==> src/rtl/debug_trace_fifo_pkg.sv <==
// Shared bus definitions for the debug trace capture path (core write-back widths).
// The TRACE_TIMESTAMP_EN macro adds a 32-bit cycle stamp to each trace entry.
package debug_trace_fifo_pkg;

  typedef logic [31:0] addr_bus_t;
  typedef logic [31:0] data_bus_t;
  typedef logic [4:0]  reg_addr_bus_t;

  localparam logic [31:0] HALT_DATA_DEFAULT = 32'habcd0000;

  typedef struct packed {
`ifdef TRACE_TIMESTAMP_EN
    logic [31:0]   cycle;
`endif
    addr_bus_t     pc;
    reg_addr_bus_t reg_idx;
    data_bus_t     data;
  } trace_entry_t;

endpackage

==> src/rtl/debug_trace_fifo_fifo.sv <==
// Generic first-word-fall-through FIFO whose head output is held in a register.
// The head register keeps its last value while the FIFO is empty.
module sync_fifo_fwft #(
  parameter int WIDTH = 69,
  parameter int DEPTH = 16
) (
  input  logic                     clk,
  input  logic                     rst_n,
  input  logic                     i_push,
  input  logic                     i_pop,
  input  logic [WIDTH-1:0]         i_data,
  output logic [WIDTH-1:0]         o_data,
  output logic                     o_full,
  output logic                     o_empty,
  output logic [$clog2(DEPTH):0]   o_level
);

  localparam int AW = $clog2(DEPTH);
  localparam int LW = AW + 1;

  logic [WIDTH-1:0] r_mem [DEPTH];
  logic [AW-1:0]    r_wr_ptr;
  logic [AW-1:0]    r_rd_ptr;
  logic [LW-1:0]    r_level;
  logic             r_valid;
  logic [WIDTH-1:0] r_head;

  logic             w_full;
  logic             w_pop;
  logic             w_push;
  logic [LW-1:0]    w_level_nxt;
  logic [AW-1:0]    w_rd_ptr_nxt;
  logic             w_bypass;

  assign w_full       = (r_level == LW'(DEPTH));
  assign w_pop        = i_pop & r_valid;
  assign w_push       = i_push & (~w_full | w_pop);
  assign w_level_nxt  = r_level + LW'(w_push) - LW'(w_pop);
  assign w_rd_ptr_nxt = r_rd_ptr + AW'(w_pop);
  // The new head is the word being written this cycle when nothing older remains.
  assign w_bypass     = ((r_level - LW'(w_pop)) == {LW{1'b0}});

  // Storage array write port.
  always_ff @(posedge clk) begin
    if (w_push) begin
      r_mem[r_wr_ptr] <= i_data;
    end
  end

  // Pointers, occupancy and the registered head word.
  always_ff @(posedge clk or negedge rst_n) begin
    if (!rst_n) begin
      r_wr_ptr <= {AW{1'b0}};
      r_rd_ptr <= {AW{1'b0}};
      r_level  <= {LW{1'b0}};
      r_valid  <= 1'b0;
      r_head   <= {WIDTH{1'b0}};
    end else begin
      r_wr_ptr <= r_wr_ptr + AW'(w_push);
      r_rd_ptr <= w_rd_ptr_nxt;
      r_level  <= w_level_nxt;
      r_valid  <= (w_level_nxt != {LW{1'b0}});
      if (w_level_nxt != {LW{1'b0}}) begin
        r_head <= w_bypass ? i_data : r_mem[w_rd_ptr_nxt];
      end else begin
        r_head <= r_head;
      end
    end
  end

  assign o_data  = r_head;
  assign o_full  = w_full;
  assign o_empty = ~r_valid;
  assign o_level = r_level;

endmodule

==> src/rtl/debug_trace_fifo.sv <==
// Commit-trace capture: filters core register writes into a FWFT FIFO, counts drops, latches halt.
// Define TRACE_TIMESTAMP_EN to stamp each entry with a free-running cycle count (trace_cycle).
module debug_trace_fifo
  import debug_trace_fifo_pkg::*;
#(
  parameter int          DEPTH     = 16,
  parameter logic [31:0] HALT_DATA = HALT_DATA_DEFAULT,
  parameter int          CNT_W     = 16
) (
  input  logic                   clk,
  input  logic                   rst_n,
  input  logic                   debug_reg_write_en,
  input  logic [4:0]             debug_reg_write_addr,
  input  logic [31:0]            debug_reg_write_data,
  input  logic [31:0]            debug_pc_addr,
  output logic                   trace_valid,
  input  logic                   trace_ready,
  output logic [31:0]            trace_pc,
  output logic [4:0]             trace_reg,
  output logic [31:0]            trace_data,
  output logic                   overflow,
  output logic [CNT_W-1:0]       drop_count,
  output logic                   halt,
`ifdef TRACE_TIMESTAMP_EN
  output logic [31:0]            trace_cycle,
`endif
  output logic [$clog2(DEPTH):0] level
);

  localparam int EW = $bits(trace_entry_t);

  logic             r_halt;
  logic             r_overflow;
  logic [CNT_W-1:0] r_drop_count;

  logic             w_cap;
  logic             w_full;
  logic             w_empty;
  logic             w_drop;
  trace_entry_t     w_entry;
  trace_entry_t     w_head;

`ifdef TRACE_TIMESTAMP_EN
  logic [31:0]      r_cycle;

  // Free-running cycle counter sampled into each captured entry.
  always_ff @(posedge clk or negedge rst_n) begin
    if (!rst_n) begin
      r_cycle <= 32'd0;
    end else begin
      r_cycle <= r_cycle + 32'd1;
    end
  end

  assign w_entry.cycle = r_cycle;
  assign trace_cycle   = w_head.cycle;
`endif

  assign w_cap = debug_reg_write_en & (debug_reg_write_addr != 5'd0) & ~r_halt;
  // A full FIFO only drops when the consumer is not freeing a slot this same edge.
  assign w_drop = w_cap & w_full & ~(trace_ready & ~w_empty);

  assign w_entry.pc      = debug_pc_addr;
  assign w_entry.reg_idx = debug_reg_write_addr;
  assign w_entry.data    = debug_reg_write_data;

  sync_fifo_fwft #(
    .WIDTH (EW),
    .DEPTH (DEPTH)
  ) u_fifo (
    .clk     (clk),
    .rst_n   (rst_n),
    .i_push  (w_cap),
    .i_pop   (trace_ready),
    .i_data  (w_entry),
    .o_data  (w_head),
    .o_full  (w_full),
    .o_empty (w_empty),
    .o_level (level)
  );

  // Sticky halt, overflow flag and saturating drop counter.
  always_ff @(posedge clk or negedge rst_n) begin
    if (!rst_n) begin
      r_halt       <= 1'b0;
      r_overflow   <= 1'b0;
      r_drop_count <= {CNT_W{1'b0}};
    end else begin
      if (w_cap && (debug_reg_write_data == HALT_DATA)) begin
        r_halt <= 1'b1;
      end else begin
        r_halt <= r_halt;
      end
      if (w_drop) begin
        r_overflow <= 1'b1;
      end else begin
        r_overflow <= r_overflow;
      end
      if (w_drop && (r_drop_count != {CNT_W{1'b1}})) begin
        r_drop_count <= r_drop_count + {{(CNT_W-1){1'b0}}, 1'b1};
      end else begin
        r_drop_count <= r_drop_count;
      end
    end
  end

  assign trace_valid = ~w_empty;
  assign trace_pc    = w_head.pc;
  assign trace_reg   = w_head.reg_idx;
  assign trace_data  = w_head.data;
  assign overflow    = r_overflow;
  assign drop_count  = r_drop_count;
  assign halt        = r_halt;

endmodule
==> config.mk <==
export PLATFORM = sky130hd
export DESIGN_NAME = debug_trace_fifo
export DESIGN_NICKNAME = d
export VERILOG_FILES = /design/src/rtl/debug_trace_fifo_pkg.sv /design/src/rtl/debug_trace_fifo_fifo.sv /design/src/rtl/debug_trace_fifo.sv
export SDC_FILE = /design/constraint.sdc
export NUM_CORES = 1
export LEC_CHECK = 0
export ABC_AREA = 1
export CAP_MARGIN = 20
export CORE_ASPECT_RATIO = 0.7
export CORE_MARGIN = 4
export CORE_UTILIZATION = 45
export DETAILED_ROUTE_END_ITERATION = 10
export GPL_TIMING_DRIVEN = 0
export PLACE_DENSITY = 0.61
export SYNTH_ARGS = -nofsm -noshare
export SYNTH_HDL_FRONTEND = slang
export SYNTH_HIERARCHICAL = 1
export SYNTH_SLANG_ARGS = --single-unit
==> constraint.sdc <==
create_clock -name clk -period 5.8 [get_ports clk]
set_clock_uncertainty 0.1 [all_clocks]
set_input_delay 1.16 -clock clk [delete_from_list [all_inputs] [get_ports clk]]
set_output_delay 1.16 -clock clk [all_outputs]
set_load 0.01 [all_outputs]
==> results of run 1 <==
-- per-stage QoR --
stage,setup TNS (ps),setup WS [ps]
after global placement,-4246380,-4020
after detailed placement,-33150,-643
after floorplan,0,600
after global routing,0,295
final,0,472
after CTS,0,173
-- flip-flops by register name, indices dropped and copies added (netlist names) --
signal and flops:
u_fifo/o_level 5, overflow 1, drop_count 16, u_fifo/o_data 69, u_fifo/r_mem 1104, u_fifo/r_rd_ptr 4
halt 1, u_fifo/r_wr_ptr 4, u_fifo/r_valid 1
-- synth_stat cells (all sizes together) --
| cell type | number | area [um^2] |
|---|---|---|
| nand4 | 6 | 37.5 |
| dfrtp | 101 | 2530 |
| nand3 | 919 | 4600 |
| nand3b | 4 | 30.0 |
| xor2 | 5 | 43.8 |
| buf | 207 | 1170 |
| or2 | 2 | 12.5 |
| nor3 | 4 | 20.0 |
| nor2 | 190 | 736 |
| inv | 43 | 161 |
| ha | 14 | 175 |
| edfxtp | 1104 | 33200 |
| a21oi | 2 | 13.8 |
| fa | 1 | 20.0 |
| o21ai | 5 | 25.0 |
| nand2 | 1701 | 6390 |
| clkinv | 2 | 10.0 |
| xnor2 | 7 | 68.8 |
| clkbuf | 53 | 199 |
-- report_power, final --
group	internal, mW	switching, mW
sequential	9.84	0.169
combinational	4.62	11.2
clock	4.27	3.26
total	18.7	14.6
-- area by class of cell --
| class | count | share of cell area (%) |
|---|---|---|
| diodes | 6 | 0.0260 |
| repair buffers | 208 | 4.56 |
| well taps | 1442 | 3.13 |
| inverters | 45 | 0.297 |
| plain buffers | 260 | 2.38 |
| clock inverters | 58 | 0.938 |
| multi-input cells | 2860 | 21.3 |
| flip-flops and latches | 1205 | 61.8 |
| clock buffers | 161 | 5.59 |
-- cell families (layout without fill, tap and decap cells) --
kind of cell / Yosys count / after routing
other: 0 / 6
flip-flops: 1205 / 1205
AO/OA/AOI/OAI: 7 / 7
buffers and inverters: 305 / 732
XOR/XNOR: 12 / 12
AND/OR/NAND/NOR: 2826 / 2826
adder cells (fa/ha/maj): 15 / 15
-- final timing paths --
check                                               from                             to  slack [ps]  cells past startpoint
hold reg to reg            u_fifo/o_data[28]$_DFFE_PN0P_  u_fifo/o_data[28]$_DFFE_PN0P_         380                      2
max in group asynchronous                          rst_n  u_fifo/o_data[59]$_DFFE_PN0P_        4570                      2
min in group clk           u_fifo/o_data[28]$_DFFE_PN0P_  u_fifo/o_data[28]$_DFFE_PN0P_         380                      2
hold / removal                                     rst_n  u_fifo/o_data[35]$_DFFE_PN0P_         210                      1
setup reg to reg             u_fifo/o_level[2]$_DFF_PN0_  u_fifo/o_data[29]$_DFFE_PN0P_         490                     19
setup / recovery                 debug_reg_write_addr[3]  u_fifo/o_data[29]$_DFFE_PN0P_         470                     19
-- critical path: cells and delay by family --
family / cells / cell delay, ps
and+or+nand+nor: 11 / 2000
buffers and inverters: 5 / 1550
adders and majority gates: 3 / 1040
-- routing by layer --
metal  vias up  global-route usage, %  share of wire [%]
li1      15736                      -                  -
met3       198                   4.21                8.4
met2      1399                   34.1                 42
met5         -                      0                  0
met4         0                   6.51                2.5
met1     16749                   38.0                 47
-- what timing repair did --
| item | CTS | global route |
|---|---|---|
| endpoints found under the hold margin | 0 | 0 |
| resized for setup | 0 | 5 |
| endpoints found under the setup margin | 0 | 14 |
==> impl_metrics.env, run 1 <==
export IMPL_post_synth_xor_area_fraction_pct=0.228
export IMPL_run_status="complete, no violations"
export IMPL_syn_nets=4458
export IMPL_drcViolationCount=0
export IMPL_synth_cell_types=30
export IMPL_p_leak_nw=21.8
export IMPL_antenna_found_initial=10
export IMPL_cts_tree="done"
export IMPL_synth_cells=4370
export IMPL_drive_gt1_share_pct=9.21
export IMPL_layout_min_cycle_time_ps=5330
export IMPL_clock_fmax_mhz=188
export IMPL_num_rows=101
export IMPL_fill_cells=9266
export IMPL_dpl_hpwl_mm=93.9
export IMPL_core_area_um2=109000
export IMPL_vias=34082
export IMPL_endpoint_kind="register"
export IMPL_wl_per_cell_um=22.4
export IMPL_groute_usage_overall_pct=24.1
export IMPL_num_io_pins=166
export IMPL_peakVddDrop_uv=480
export IMPL_maxCapViolCount=0
export IMPL_grt_pass1_vias=31356
export IMPL_die_area_um2=115000
export IMPL_post_cts_buffers=0
export IMPL_slew_headroom_pct=20.4
export IMPL_start_util_pct=45.4
export IMPL_period_share_pct=91.9
export IMPL_syn_avg_cell_area_um2=11.3
export IMPL_synth_area_mux_share_pct=0
export IMPL_drt_first_pass_iters=5
export IMPL_grt_pass1_wl_mm=207
export IMPL_grt_overflow_total=0
export IMPL_crit_fanout=18
export IMPL_place_inst=6020
export IMPL_tightest_slew_ps=1190
export IMPL_yosysSeqAreaShare_pct=72.2
export IMPL_utilization_pct=53.1
export IMPL_routabilityCongestion=0.830
export IMPL_path_class="input pin to register"
export IMPL_viasPerCell=5.46
export IMPL_die_w_um=404
export IMPL_synthAdderAreaFrac_pct=0.395
export IMPL_ant_nets=0
export IMPL_start_kind="input pin"
export IMPL_final_hold_viol_count=0
export IMPL_htree_levels=3
export IMPL_cp_common_cell="nand2_1"
export IMPL_max_stage_delay_ps=600
export IMPL_cts_sinks=1205
export IMPL_clk_latency_ps=730
export IMPL_synth_compound_area_share_pct=0.0785
export IMPL_hold_class="input pin to async pin"
export IMPL_synthSimpleGateAreaFrac_pct=23.9
export IMPL_port_buffers=165
export IMPL_layout_commonest_cell="nand2_1"
export IMPL_synth_top_family_by_area="simple AND/OR/NAND/NOR gates"
export IMPL_fin_nets=4784
export IMPL_cts_buffers_inserted=116
export IMPL_power_density_nw_per_um2=577
export IMPL_drv_slew=0
export IMPL_crit_slowest_cell="dlymetal6s2s_1"
export IMPL_final_cell_area_um2=57700
export IMPL_cp_required_ps=6290
export IMPL_instances_no_fill=6245
export IMPL_placed_cell_area_um2=53900
export IMPL_multi_input_area_um2=12300
export IMPL_rsz0062_at_grt="no"
export IMPL_path_clk_slew_ps=60
export IMPL_cts_hold_buf=0
export IMPL_ff_latch_area_um2=35700
export IMPL_grt_max_degree=77
export IMPL_hold_slack_ps=210
export IMPL_clock_path_buffers=3
export IMPL_die_h_um=285
export IMPL_yosysWarnings=6
export IMPL_final_cell_mix="nand2_1, edfxtp_1, nand3_1"
export IMPL_drt_initial_drc_count=3509
export IMPL_syn_to_final_growth_pct=16.9
export IMPL_power_total_mw=33.3
export IMPL_crit_chain="dlymetal6s2s_1 -> nor2_1 -> nand3b_1 -> nand2_1 -> inv_1 -> nand2_1 -> ha_1 -> inv_1 -> ha_1 -> fa_1 -> or2_1 -> nor2_1 -> nand3_1 -> nor2_2 -> buf_4 -> buf_2 -> nor2_1 -> nand2_1 -> nand2_1"
export IMPL_routed_wl_mm=140
export IMPL_synth_seq_cells=1205
export IMPL_cts_root_buf="clkbuf_16"
export IMPL_setup_violations=0
export IMPL_cp_data_arrival_time_ps=5820
export IMPL_netlist_area_um2=49400
No activity file was read; power rests on OpenSTA's default activity.
==> run 2: changes to the inputs <==
--- a/config.mk
+++ b/config.mk
@@ -9,10 +9,10 @@
 export CAP_MARGIN = 20
 export CORE_ASPECT_RATIO = 0.7
 export CORE_MARGIN = 4
-export CORE_UTILIZATION = 45
+export CORE_UTILIZATION = 40
 export DETAILED_ROUTE_END_ITERATION = 10
 export GPL_TIMING_DRIVEN = 0
-export PLACE_DENSITY = 0.61
+export PLACE_DENSITY = 0.55
 export SYNTH_ARGS = -nofsm -noshare
 export SYNTH_HDL_FRONTEND = slang
 export SYNTH_HIERARCHICAL = 1
==> run 2 against run 1 <==
Register-to-register slack gained 360 ps. Core utilization shrank 5.6 points. Non-clock buffer count shrank 2. Sequential share of layout area shrank 0.26 points. Combinational power is essentially flat. Maximum frequency shrank 1.9%. Final area grew 0.43%. Count of clock-buffer cells in the layout shrank 4. Critical path type unchanged. Global-route usage shrank 1.9 points. Setup slack lost 100 ps.
==> impl_metrics.env, run 2 (synthesis gave the netlist of run 1 again) <==
export IMPL_run_status="complete, no violations"
export IMPL_hold_class="input pin to async pin"
export IMPL_core_area_um2=122000
export IMPL_hold_slack_ps=242
export IMPL_path_delay_family="simple AND/OR/NAND/NOR gates"
export IMPL_post_cts_buffers=0
export IMPL_setup_violations=0
export IMPL_period_share_pct=93.6
export IMPL_drv_slew=0
export IMPL_vias=33773
export IMPL_ant_nets=0
export IMPL_peakVddDrop_uv=381
export IMPL_layout_commonest_cell="nand2_1"
export IMPL_drcViolationCount=0
export IMPL_drt_initial_drc_count=3633
export IMPL_swShare_pct=43.8
export IMPL_cts_buffers_inserted=116
export IMPL_die_w_um=428
export IMPL_cp_data_arrival_time_ps=5910
export IMPL_p_clk_share_pct=23.1
export IMPL_routed_wl_mm=145
export IMPL_final_cell_mix="nand2_1, edfxtp_1, nand3_1"
export IMPL_switchingPower_mw=14.8
export IMPL_viasPerCell=5.25
export IMPL_wl_per_cell_um=22.6
export IMPL_max_stage_delay_ps=500
export IMPL_num_io_pins=166
export IMPL_grt_pass1_vias=31127
export IMPL_routabilityCongestion=0.811
export IMPL_layout_min_cycle_time_ps=5430
export IMPL_power_density_nw_per_um2=582
export IMPL_comb_power_share_pct=47.2
export IMPL_crit_fanout=10
export IMPL_groute_usage_overall_pct=22.2
export IMPL_cts_root_buf="clkbuf_16"
export IMPL_clock_path_buffers=3
export IMPL_place_inst=6211
export IMPL_multi_input_area_um2=12300
export IMPL_syn_to_final_growth_pct=17.4
export IMPL_path_class="input pin to register"
export IMPL_p_leak_nw=21.8
export IMPL_grt_max_degree=74
export IMPL_htree_levels=3
export IMPL_endpoint_kind="register"
export IMPL_die_area_um2=129000
export IMPL_maxCapViolCount=0
export IMPL_path_clk_slew_ps=70
export IMPL_grt_overflow_total=0
export IMPL_internal_power_mw=18.9
export IMPL_critical_path_buf_inv_count=6
export IMPL_rsz0062_at_grt="no"
export IMPL_fill_cells=11003
export IMPL_p_seq_share_pct=29.7
export IMPL_die_h_um=302
export IMPL_slew_headroom_pct=24.7
export IMPL_final_hold_viol_count=0
export IMPL_largest_reg_flops=1104
export IMPL_num_rows=107
export IMPL_dpl_hpwl_mm=96.8
export IMPL_drive_gt1_share_pct=9.31
export IMPL_start_util_pct=40.5
export IMPL_antenna_found_initial=3
export IMPL_cp_required_ps=6280
export IMPL_tightest_slew_ps=1120
export IMPL_cp_common_cell="nand2_1"
export IMPL_ff_latch_area_um2=35700
export IMPL_port_buffers=165
export IMPL_top_register="u_fifo/r_mem"
export IMPL_crit_chain="clkdlybuf4s50_1 -> inv_1 -> nor2_1 -> nand2_1 -> inv_1 -> nand2_1 -> ha_1 -> inv_1 -> ha_1 -> fa_1 -> or2_1 -> nor2_1 -> nand3_1 -> nor2_2 -> buf_4 -> buf_2 -> nor2_1 -> nand2_1 -> nand2_1"
export IMPL_cts_sinks=1205
export IMPL_grt_pass1_wl_mm=214
export IMPL_clk_latency_ps=710
export IMPL_fin_nets=4782
export IMPL_drt_first_pass_iters=5
export IMPL_instances_no_fill=6430
export IMPL_clock_fmax_mhz=184
export IMPL_crit_slowest_cell="nor2_2"
export IMPL_start_kind="input pin"
export IMPL_cts_tree="done"
[run 2: changes by cell type in the layout (fill, tap and decap cells not counted), sizes merged]
cell          delta
clkbuf           +1
dlymetal6s2s     -5
buf              -2
bufinv           +5
clkinvlp         -1
inv              +1
diode            -4
clkinv           -3
[run 2: cell type report]
type / instances / share of cell area, %
Antenna cell: 2 / 0.00863
Buffer: 260 / 2.37
Clock buffer: 157 / 5.52
Clock inverter: 60 / 1.18
Inverter: 45 / 0.296
Multi-Input combinational cell: 2860 / 21.2
Sequential cell: 1205 / 61.5
Tap cell: 1635 / 3.53
Timing Repair Buffer: 206 / 4.37
[run 2: final timing paths]
kind                            slack, ps                            end  depth (start not counted)                           from
worst max-delay path                  370  u_fifo/o_data[29]$_DFFE_PN0P_                         19             debug_reg_write_en
worst min-delay path                  240  u_fifo/o_data[37]$_DFFE_PN0P_                          1                          rst_n
worst max register to register        850  u_fifo/o_data[29]$_DFFE_PN0P_                         17               halt$_DFFE_PN0P_
worst min register to register        380  u_fifo/o_data[30]$_DFFE_PN0P_                          2  u_fifo/o_data[30]$_DFFE_PN0P_
max in group asynchronous            4590  u_fifo/o_data[62]$_DFFE_PN0P_                          2                          rst_n
min in group clk                      380  u_fifo/o_data[30]$_DFFE_PN0P_                          2  u_fifo/o_data[30]$_DFFE_PN0P_
[run 2: layer usage]
metal	GRT usage, %	part of all wire (%)	wire, um	vias to the layer above
li1	-	-	-	15726
met1	35.4	48	69900	16548
met2	31.5	42	60700	1347
met3	3.64	8.2	11900	152
met4	4.89	1.8	2680	0
met5	0	0	0	-
[run 2: power groups by stage]
stage	registers, mW	clock network [mW]	logic, mW
final	10.0	7.78	15.9
after global routing	10.0	8.30	17.5
after CTS	10.0	7.93	15.8
after detailed placement	10.2	0	15.8
after global placement	10.2	0	15.7
after floorplan	10.3	0	9.33
[run 2: worst register-to-register path, cell delays in order (launching register included)]
cell and delay, ps:
dfrtp_1 420, nor2_1 390, nand2_1 120, inv_1 300
nand2_1 320, ha_1 370, inv_1 40, ha_1 200
fa_1 480, or2_1 220, nor2_1 110, nand3_1 90
nor2_2 500, buf_4 510, buf_2 340, nor2_1 60
nand2_1 160, nand2_1 80
[run 2: timing repair]
action / 4_1_cts / 5_1_grt
gates resized for setup: 5 / 10
hold buffers: 0 / 0
endpoints found under the setup margin: 26 / 55
[run 2: per-stage QoR]
stage / util (%) / TNS (ps) / instance area (um^2) / setup slack (ps) / power (mW)
2_1_floorplan: - / 0 / 49400 / 600 / 19.6
3_3_place_gp: 43.5 / -4779380 / 53100 / -4250 / 25.9
3_5_place_dp: 44.3 / -49540 / 54100 / -847 / 26.0
4_1_cts: 47.5 / 0 / 58000 / 177 / 33.8
5_1_grt: 47.5 / 0 / 58000 / 130 / 35.8
6_report: 47.5 / 0 / 58000 / 369 / 33.7
